## src/rtl/seq_arith_8b_accum_rr_arb_pkg.sv

```systemverilog
// ---------------------------------------------------------------------------
// seq_arith_accum_pkg : shared constants and response type for the accumulator
// Rev 1.0
// ---------------------------------------------------------------------------
`default_nettype none

package seq_arith_accum_pkg;

  localparam int NREQ_DEFAULT  = 4;
  localparam int WIDTH_DEFAULT = 8;
  localparam int ID_W_DEFAULT  = $clog2(NREQ_DEFAULT);

  typedef struct packed {
    logic [ID_W_DEFAULT-1:0]  id;
    logic [WIDTH_DEFAULT-1:0] data;
  } resp_t;

endpackage

`default_nettype wire

```

## src/rtl/seq_arith_8b_accum_rr_arb_if.sv

```systemverilog
// ---------------------------------------------------------------------------
// seq_arith_8b_accum_rr_arb_if : request/response bus of the shared accumulator
// Rev 1.0
// ---------------------------------------------------------------------------
`default_nettype none

interface seq_arith_8b_accum_rr_arb_if
  import seq_arith_accum_pkg::*;
#(
  parameter int NREQ  = NREQ_DEFAULT,
  parameter int WIDTH = WIDTH_DEFAULT
);

  logic [NREQ-1:0]         req_val;
  logic [NREQ-1:0]         req_rdy;
  logic [NREQ-1:0]         req_clr;
  logic [NREQ*WIDTH-1:0]   req_data;
  logic                    resp_val;
  logic                    resp_rdy;
  logic [$clog2(NREQ)-1:0] resp_id;
  logic [WIDTH-1:0]        resp_data;

  modport master (
    output req_val, req_clr, req_data, resp_rdy,
    input  req_rdy, resp_val, resp_id, resp_data
  );

  modport slave (
    input  req_val, req_clr, req_data, resp_rdy,
    output req_rdy, resp_val, resp_id, resp_data
  );

endinterface

`default_nettype wire

```

## src/rtl/seq_arith_8b_accum_rr_arb_rr_arb.sv

```systemverilog
// ---------------------------------------------------------------------------
// rr_arb : round-robin arbiter, pointer advances past the winner on each grant
// Rev 1.0
// ---------------------------------------------------------------------------
`default_nettype none

module rr_arb #(
  parameter int NREQ = 4,
  parameter int IDW  = $clog2(NREQ)
) (
  input  wire logic            clk,
  input  wire logic            reset,
  input  wire logic [NREQ-1:0] i_req,
  input  wire logic            i_en,
  output logic      [NREQ-1:0] o_grant,
  output logic      [IDW-1:0]  o_gnt_id
);

  logic [IDW-1:0] r_ptr;
  logic           w_found;

  // NREQ is a power of two, so the IDW-bit add wraps the search naturally.
  always_comb begin
    logic [IDW-1:0] idx;
    o_grant  = '0;
    o_gnt_id = '0;
    w_found  = 1'b0;
    idx      = '0;
    for (int k = 0; k < NREQ; k++) begin
      idx = r_ptr + IDW'(k);
      if (i_en && !w_found && i_req[idx]) begin
        o_grant[idx] = 1'b1;
        o_gnt_id     = idx;
        w_found      = 1'b1;
      end
    end
  end

  always_ff @(posedge clk) begin
    if (reset) begin
      r_ptr <= '0;
    end else if (w_found) begin
      r_ptr <= o_gnt_id + 1'b1;
    end
  end

endmodule

`default_nettype wire

```

## src/rtl/seq_arith_8b_accum_rr_arb.sv

```systemverilog
// ---------------------------------------------------------------------------
// seq_arith_8b_accum_rr_arb : per-requester accumulators sharing one adder,
// round-robin arbitrated, with a single-entry val/rdy response register. Rev 1.0
// ---------------------------------------------------------------------------
`default_nettype none

module seq_arith_8b_accum_rr_arb
  import seq_arith_accum_pkg::*;
#(
  parameter int NREQ  = NREQ_DEFAULT,
  parameter int WIDTH = WIDTH_DEFAULT
) (
  input  wire logic                   clk,
  input  wire logic                   reset,
  seq_arith_8b_accum_rr_arb_if.slave  bus
);

  localparam int IDW = $clog2(NREQ);

  logic [WIDTH-1:0] r_accum [NREQ];
  logic             r_resp_val;
  logic [IDW-1:0]   r_resp_id;
  logic [WIDTH-1:0] r_resp_data;

  logic [NREQ-1:0]  w_grant;
  logic [IDW-1:0]   w_gnt_id;
  logic             w_en;
  logic             w_gnt_any;
  logic [WIDTH-1:0] w_sel_data;
  logic             w_sel_clr;
  logic [WIDTH-1:0] w_new;

  // Requests are held off during reset so nothing is consumed in that cycle.
  assign w_en      = (!r_resp_val || bus.resp_rdy) && !reset;
  assign w_gnt_any = |w_grant;

  rr_arb #(.NREQ(NREQ), .IDW(IDW)) u_arb (
    .clk      (clk),
    .reset    (reset),
    .i_req    (bus.req_val),
    .i_en     (w_en),
    .o_grant  (w_grant),
    .o_gnt_id (w_gnt_id)
  );

  always_comb begin
    w_sel_data = '0;
    w_sel_clr  = 1'b0;
    for (int i = 0; i < NREQ; i++) begin
      if (IDW'(i) == w_gnt_id) begin
        w_sel_data = bus.req_data[i*WIDTH +: WIDTH];
        w_sel_clr  = bus.req_clr[i];
      end
    end
    w_new = w_sel_clr ? w_sel_data : r_accum[w_gnt_id] + w_sel_data;
  end

  always_ff @(posedge clk) begin
    if (reset) begin
      for (int i = 0; i < NREQ; i++) begin
        r_accum[i] <= '0;
      end
    end else if (w_gnt_any) begin
      r_accum[w_gnt_id] <= w_new;
    end
  end

  always_ff @(posedge clk) begin
    if (reset) begin
      r_resp_val  <= 1'b0;
      r_resp_id   <= '0;
      r_resp_data <= '0;
    end else if (w_gnt_any) begin
      r_resp_val  <= 1'b1;
      r_resp_id   <= w_gnt_id;
      r_resp_data <= w_new;
    end else if (bus.resp_rdy) begin
      r_resp_val  <= 1'b0;
    end
  end

  assign bus.req_rdy   = w_grant;
  assign bus.resp_val  = r_resp_val;
  assign bus.resp_id   = r_resp_id;
  assign bus.resp_data = r_resp_data;

endmodule

`default_nettype wire
```

## src/flat_wrapper.sv

```systemverilog
// flat-port wrapper written by rule: the top's interface ports become plain ports
module seq_arith_8b_accum_rr_arb_flat import seq_arith_accum_pkg::*;
#(
  parameter int NREQ  = NREQ_DEFAULT,
  parameter int WIDTH = WIDTH_DEFAULT
)
  (clk, reset, bus_req_val, bus_req_clr, bus_req_data, bus_resp_rdy, bus_req_rdy, bus_resp_val, bus_resp_id, bus_resp_data);
  seq_arith_8b_accum_rr_arb_if #(.NREQ(NREQ), .WIDTH(WIDTH)) bus_i ();
  input  wire logic clk;
  input  wire logic reset;
  input wire logic [$bits(bus_i.req_val)-1:0] bus_req_val;
  input wire logic [$bits(bus_i.req_clr)-1:0] bus_req_clr;
  input wire logic [$bits(bus_i.req_data)-1:0] bus_req_data;
  input wire logic [$bits(bus_i.resp_rdy)-1:0] bus_resp_rdy;
  output wire logic [$bits(bus_i.req_rdy)-1:0] bus_req_rdy;
  output wire logic [$bits(bus_i.resp_val)-1:0] bus_resp_val;
  output wire logic [$bits(bus_i.resp_id)-1:0] bus_resp_id;
  output wire logic [$bits(bus_i.resp_data)-1:0] bus_resp_data;
  assign bus_i.req_val = bus_req_val;
  assign bus_i.req_clr = bus_req_clr;
  assign bus_i.req_data = bus_req_data;
  assign bus_i.resp_rdy = bus_resp_rdy;
  assign bus_req_rdy = bus_i.req_rdy;
  assign bus_resp_val = bus_i.resp_val;
  assign bus_resp_id = bus_i.resp_id;
  assign bus_resp_data = bus_i.resp_data;
  seq_arith_8b_accum_rr_arb #(.NREQ(NREQ), .WIDTH(WIDTH)) u_core (.clk(clk), .reset(reset), .bus(bus_i));
endmodule
```

## config.mk

```make
export PLATFORM = sky130hd
export DESIGN_NAME = seq_arith_8b_accum_rr_arb_flat
export DESIGN_NICKNAME = d
export VERILOG_FILES = /design/src/rtl/seq_arith_8b_accum_rr_arb_pkg.sv /design/src/rtl/seq_arith_8b_accum_rr_arb_if.sv /design/src/rtl/seq_arith_8b_accum_rr_arb_rr_arb.sv /design/src/rtl/seq_arith_8b_accum_rr_arb.sv /design/src/flat_wrapper.sv
export SDC_FILE = /design/constraint.sdc
export NUM_CORES = 1
export LEC_CHECK = 0
export CAP_MARGIN = 30
export CORE_AREA = 10 10 91 93
export CTS_CLUSTER_DIAMETER = 120
export DETAILED_ROUTE_END_ITERATION = 7
export DIE_AREA = 0 0 101 103
export PLACE_DENSITY = 0.88
export SKIP_CTS_REPAIR_TIMING = 1
export SYNTH_ARGS = -nofsm -noshare
export SYNTH_HDL_FRONTEND = slang
export SYNTH_SLANG_ARGS = --single-unit
export TNS_END_PERCENT = 5
```

## constraint.sdc

```tcl
create_clock -name clk -period 6.5 [get_ports clk]
set_input_delay 1.95 -clock clk [delete_from_list [all_inputs] [get_ports clk]]
set_output_delay 1.95 -clock clk [all_outputs]
set_load 0.1 [all_outputs]
```

==> flow_summary.rst <==
.. list-table::
   :header-rows: 1

   * - Metric
     - Value
   * - Number of fill cells in the layout
     - between 500 and 600
   * - Post-route design area
     - between 4000 and 5000 um2
   * - Launching element type of the critical path
     - primary input
   * - Die extent in y
     - 103 um
   * - Global-route usage over all layers
     - 0.146
   * - Crit path required time
     - approximately 6.7 ns
   * - Final Hold Violating Endpoints
     - 0
   * - Buffer depth of the longest clock path
     - 2
   * - Total routed wirelength
     - around 7.4 mm
   * - Maximum fanout encountered on the critical timing path
     - 9
   * - Proportion of layout cells with a drive suffix above 1
     - 0.153
   * - Type of the worst min-delay path
     - reg -> reg
   * - Startpoint-to-endpoint class of the critical path
     - in -> reg
   * - Clock root buffer master
     - clkbuf_8
   * - Worst slack after detailed placement
     - -0.118 ns
   * - Area growth from synthesis to layout
     - 32.0%
   * - Number of enable-type register cells in the synthesized netlist
     - 32
   * - Library cell occupying the most area in the post-synthesis netlist
     - edfxtp_1
   * - Nets@finish
     - about 450
   * - 1st-pass router iterations
     - 4
   * - Largest net degree at the start of global routing
     - 26
   * - Summed negative setup slack over all endpoints
     - 0 ns
   * - Synthesis-stage register bit count
     - 45
   * - Number of antenna violations at the first check in global routing
     - 0
   * - Crit path arrival time
     - around 6.3 ns
   * - Grt ovf
     - 0
   * - Post-route worst setup slack
     - 0.406 ns
   * - Ratio of routed vias to standard cells
     - between 5 and 6
   * - Highest-delay cell along the critical path
     - clkdlybuf4s50_1
   * - Die Outline Area
     - 10400 um2
   * - Starting density of the core
     - 0.464
   * - Peak supply drop
     - roughly 0.4 mV
   * - Clk Latency, worst-skew pair
     - approximately 0.31 ns
   * - Final critical-path required period
     - between 6 and 7 ns
   * - Via count of the first global-routing pass
     - 2558
   * - Number of top-level pins
     - between 50 and 60
   * - Number of distinct library cell variants in the gate-level netlist after synthesis
     - 48
   * - Max Transition Viols Final
     - 0
   * - Pleak
     - ~1.6 nW
   * - Cells taking the most area after synthesis
     - edfxtp_1 (32%), dfxtp_1 (8.5%), ha_1 (7.0%)
   * - Synthesized area divided by synthesized cell count
     - 9.46 um2
   * - Family of cells with the greatest summed delay on the critical path
     - compound AO/OA/AOI/OAI gates
   * - Last weighted congestion value of the routability-driven placer
     - 0.854
   * - Slowest cell delay on critical path
     - 0.42 ns
   * - Clock slew seen by the registers of the worst setup and hold paths
     - approximately 0.09 ns
   * - Fraction of registers with async set/reset
     - 0
   * - Final count of negative-setup-slack endpoints
     - 0
   * - Cell area power density
     - around 530 nW/um2
   * - Critical register-to-register path startpoint
     - u_core.u_arb.r_ptr[1]
   * - DRC marker count from the first detailed-route iteration
     - 190
   * - Worst Setup SP
     - bus_req_val[1]
   * - Sequential fraction of the synthesis area
     - 0.401
   * - Level count of the clock H-tree
     - 2
   * - Antenna cells
     - 0
   * - Synthesized net count
     - roughly 380
   * - Buf/Inv on CP
     - 3
   * - Highest clock rate
     - 164 MHz
   * - Global-route wire length before repair
     - around 13 mm
   * - Most used flip-flop cell after synthesis
     - edfxtp_1
   * - List of most frequent post-synthesis cells
     - nor2_1 (52), edfxtp_1 (32), a21oi_1 (22)
   * - Number of rows created at floorplan
     - 30
   * - Share of the synthesized area in the top cell type
     - 0.315
   * - Placed wire-length estimate
     - 5.78 mm
   * - Clock tree from TritonCTS
     - done
   * - Antenna-violating nets left
     - 0
   * - Final core utilization
     - 0.612
   * - Number of maximum-capacitance violations
     - 0
   * - Series of cell instances along the critical path
     - clkdlybuf4s50_1 -> buf_4 -> mux2_2 -> a32oi_1 -> o211ai_1 -> a22oi_2 -> ha_1 -> nor2b_1 -> a22oi_1 -> nor2_1 -> a21oi_1 -> o21ai_0 -> ha_1 -> nor2b_1 -> o21ai_0 -> a21boi_0 -> o21a_1 -> or3_1 -> a31oi_1 -> buf_4 -> nor2_1 -> a21o_1
   * - TritonCTS Sinks
     - 45
   * - Buffers added on ports
     - 57
   * - Most instantiated library cell after synthesis
     - nor2_1
   * - Instance count of the mapped netlist
     - roughly 320
   * - Summed instance area of the synthesized netlist
     - around 3000 um2
   * - Status
     - complete, no violations
   * - Drt drc
     - 0
   * - Wire length per cell
     - around 16 um
   * - Hold Path Origin
     - u_core.bus.resp_id[1]
   * - Post-route fraction of the period consumed by the critical path
     - 0.938
   * - Unrepaired setup endpoints after global routing
     - no
   * - Worst rel slew slack
     - 0.340
   * - Inserted Clock Buffers
     - 5
   * - Placed inst area
     - just under 4000 um2
   * - Std-Cell Core Area
     - ~6600 um2
   * - Number of warning messages in the yosys log
     - 0
   * - Critical Path Sink Type
     - register
   * - Post-route clock skew
     - approximately 0.0083 ns
   * - Tot Pwr
     - ~2.1 mW
   * - DR vias
     - 2614
   * - Slew at the pin closest to its max-slew limit
     - 0.986 ns
   * - Width of the die
     - around 100 um
[through the flow]
step	std cells	hold WS (ns)
after floorplan	322	0.752
after CTS	472	0.467
final	472	0.459
after detailed placement	464	0.443
after global routing	472	0.481
after global placement	464	0.438
[final cells by class]
class | count | area (um2) | area share
inverters | 12 | 45.0 | 0.0112
flip-flops and latches | 45 | 1220 | 0.304
clock buffers | 6 | 93.8 | 0.0233
multi-input cells | 240 | 1700 | 0.423
clock inverters | 2 | 16.3 | 0.00405
well taps | 80 | 100 | 0.0249
repair buffers | 87 | 843 | 0.210
[layout by cell type, fill, tap and decap left out, types with 2 or more instances in the layout]
cell type	netlist	final
clkdlybuf4s50_1	0	50
mux2i_1	15	14
nor2b_1	14	14
nor3b_1	2	2
a21o_1	7	7
o2bb2ai_1	3	3
nor2_1	52	52
a221oi_1	2	2
clkbuf_8	0	5
buf_12	0	4
ha_1	17	17
edfxtp_1	32	32
buf_4	2	30
o21ai_0	18	16
a21oi_1	22	22
nand2b_1	7	7
dfxtp_1	13	13
mux4_2	2	2
a31oi_1	3	3
nand2_1	12	12
nor4_4	1	2
a22oi_1	15	15
nor3_1	8	8
dlymetal6s2s_1	0	3
o21ai_1	2	4
o21a_1	3	3
a211oi_1	6	6
inv_1	12	12
mux2_2	4	4
or3_1	4	4
a2111oi_4	2	2
[sequential cells by signal (all words and copies together), names as in the netlist]
signal and count:
u_core.bus.resp_id 2, u_core.bus.resp_data 8, u_core.r_accum 32, u_core.bus.resp_val 1
u_core.u_arb.r_ptr 2
[where the power goes]
| part | internal, mW | total (mW) | switching [mW] |
|---|---|---|---|
| clock | 0.0995 | 0.197 | 0.0976 |
| sequential | 0.440 | 0.476 | 0.0358 |
| combinational | 0.558 | 1.46 | 0.906 |
[worst paths after layout]
check	end	slack (ns)	depth (start not counted)
worst max-delay path	u_core.bus.resp_data[6]	0.41	22
worst min-delay path	u_core.bus.resp_id[1]	0.46	1
worst max register to register	u_core.bus.resp_data[6]	1.03	22
worst min register to register	u_core.bus.resp_id[1]	0.46	1
[routing by layer]
metal  share of wire  vias to the layer above  track usage
met4           0.011                        0       0.0418
met5               0                        -            0
met2            0.44                       87        0.231
li1                -                     1296            -
met1            0.48                     1225        0.196
met3           0.069                        6       0.0308
[cells by family (layout without fill, tap and decap cells)]
logic type,Yosys count,count (layout),share of synthesized area
compound gates,91,91,0.210
fa+ha+maj,18,18,0.0764
xor+xnor,3,3,0.00863
mux,21,21,0.0788
simple gates,107,107,0.173
flops,45,45,0.401
buf+inv,37,107,0.0522
No activity file was read; power rests on OpenSTA's default activity.
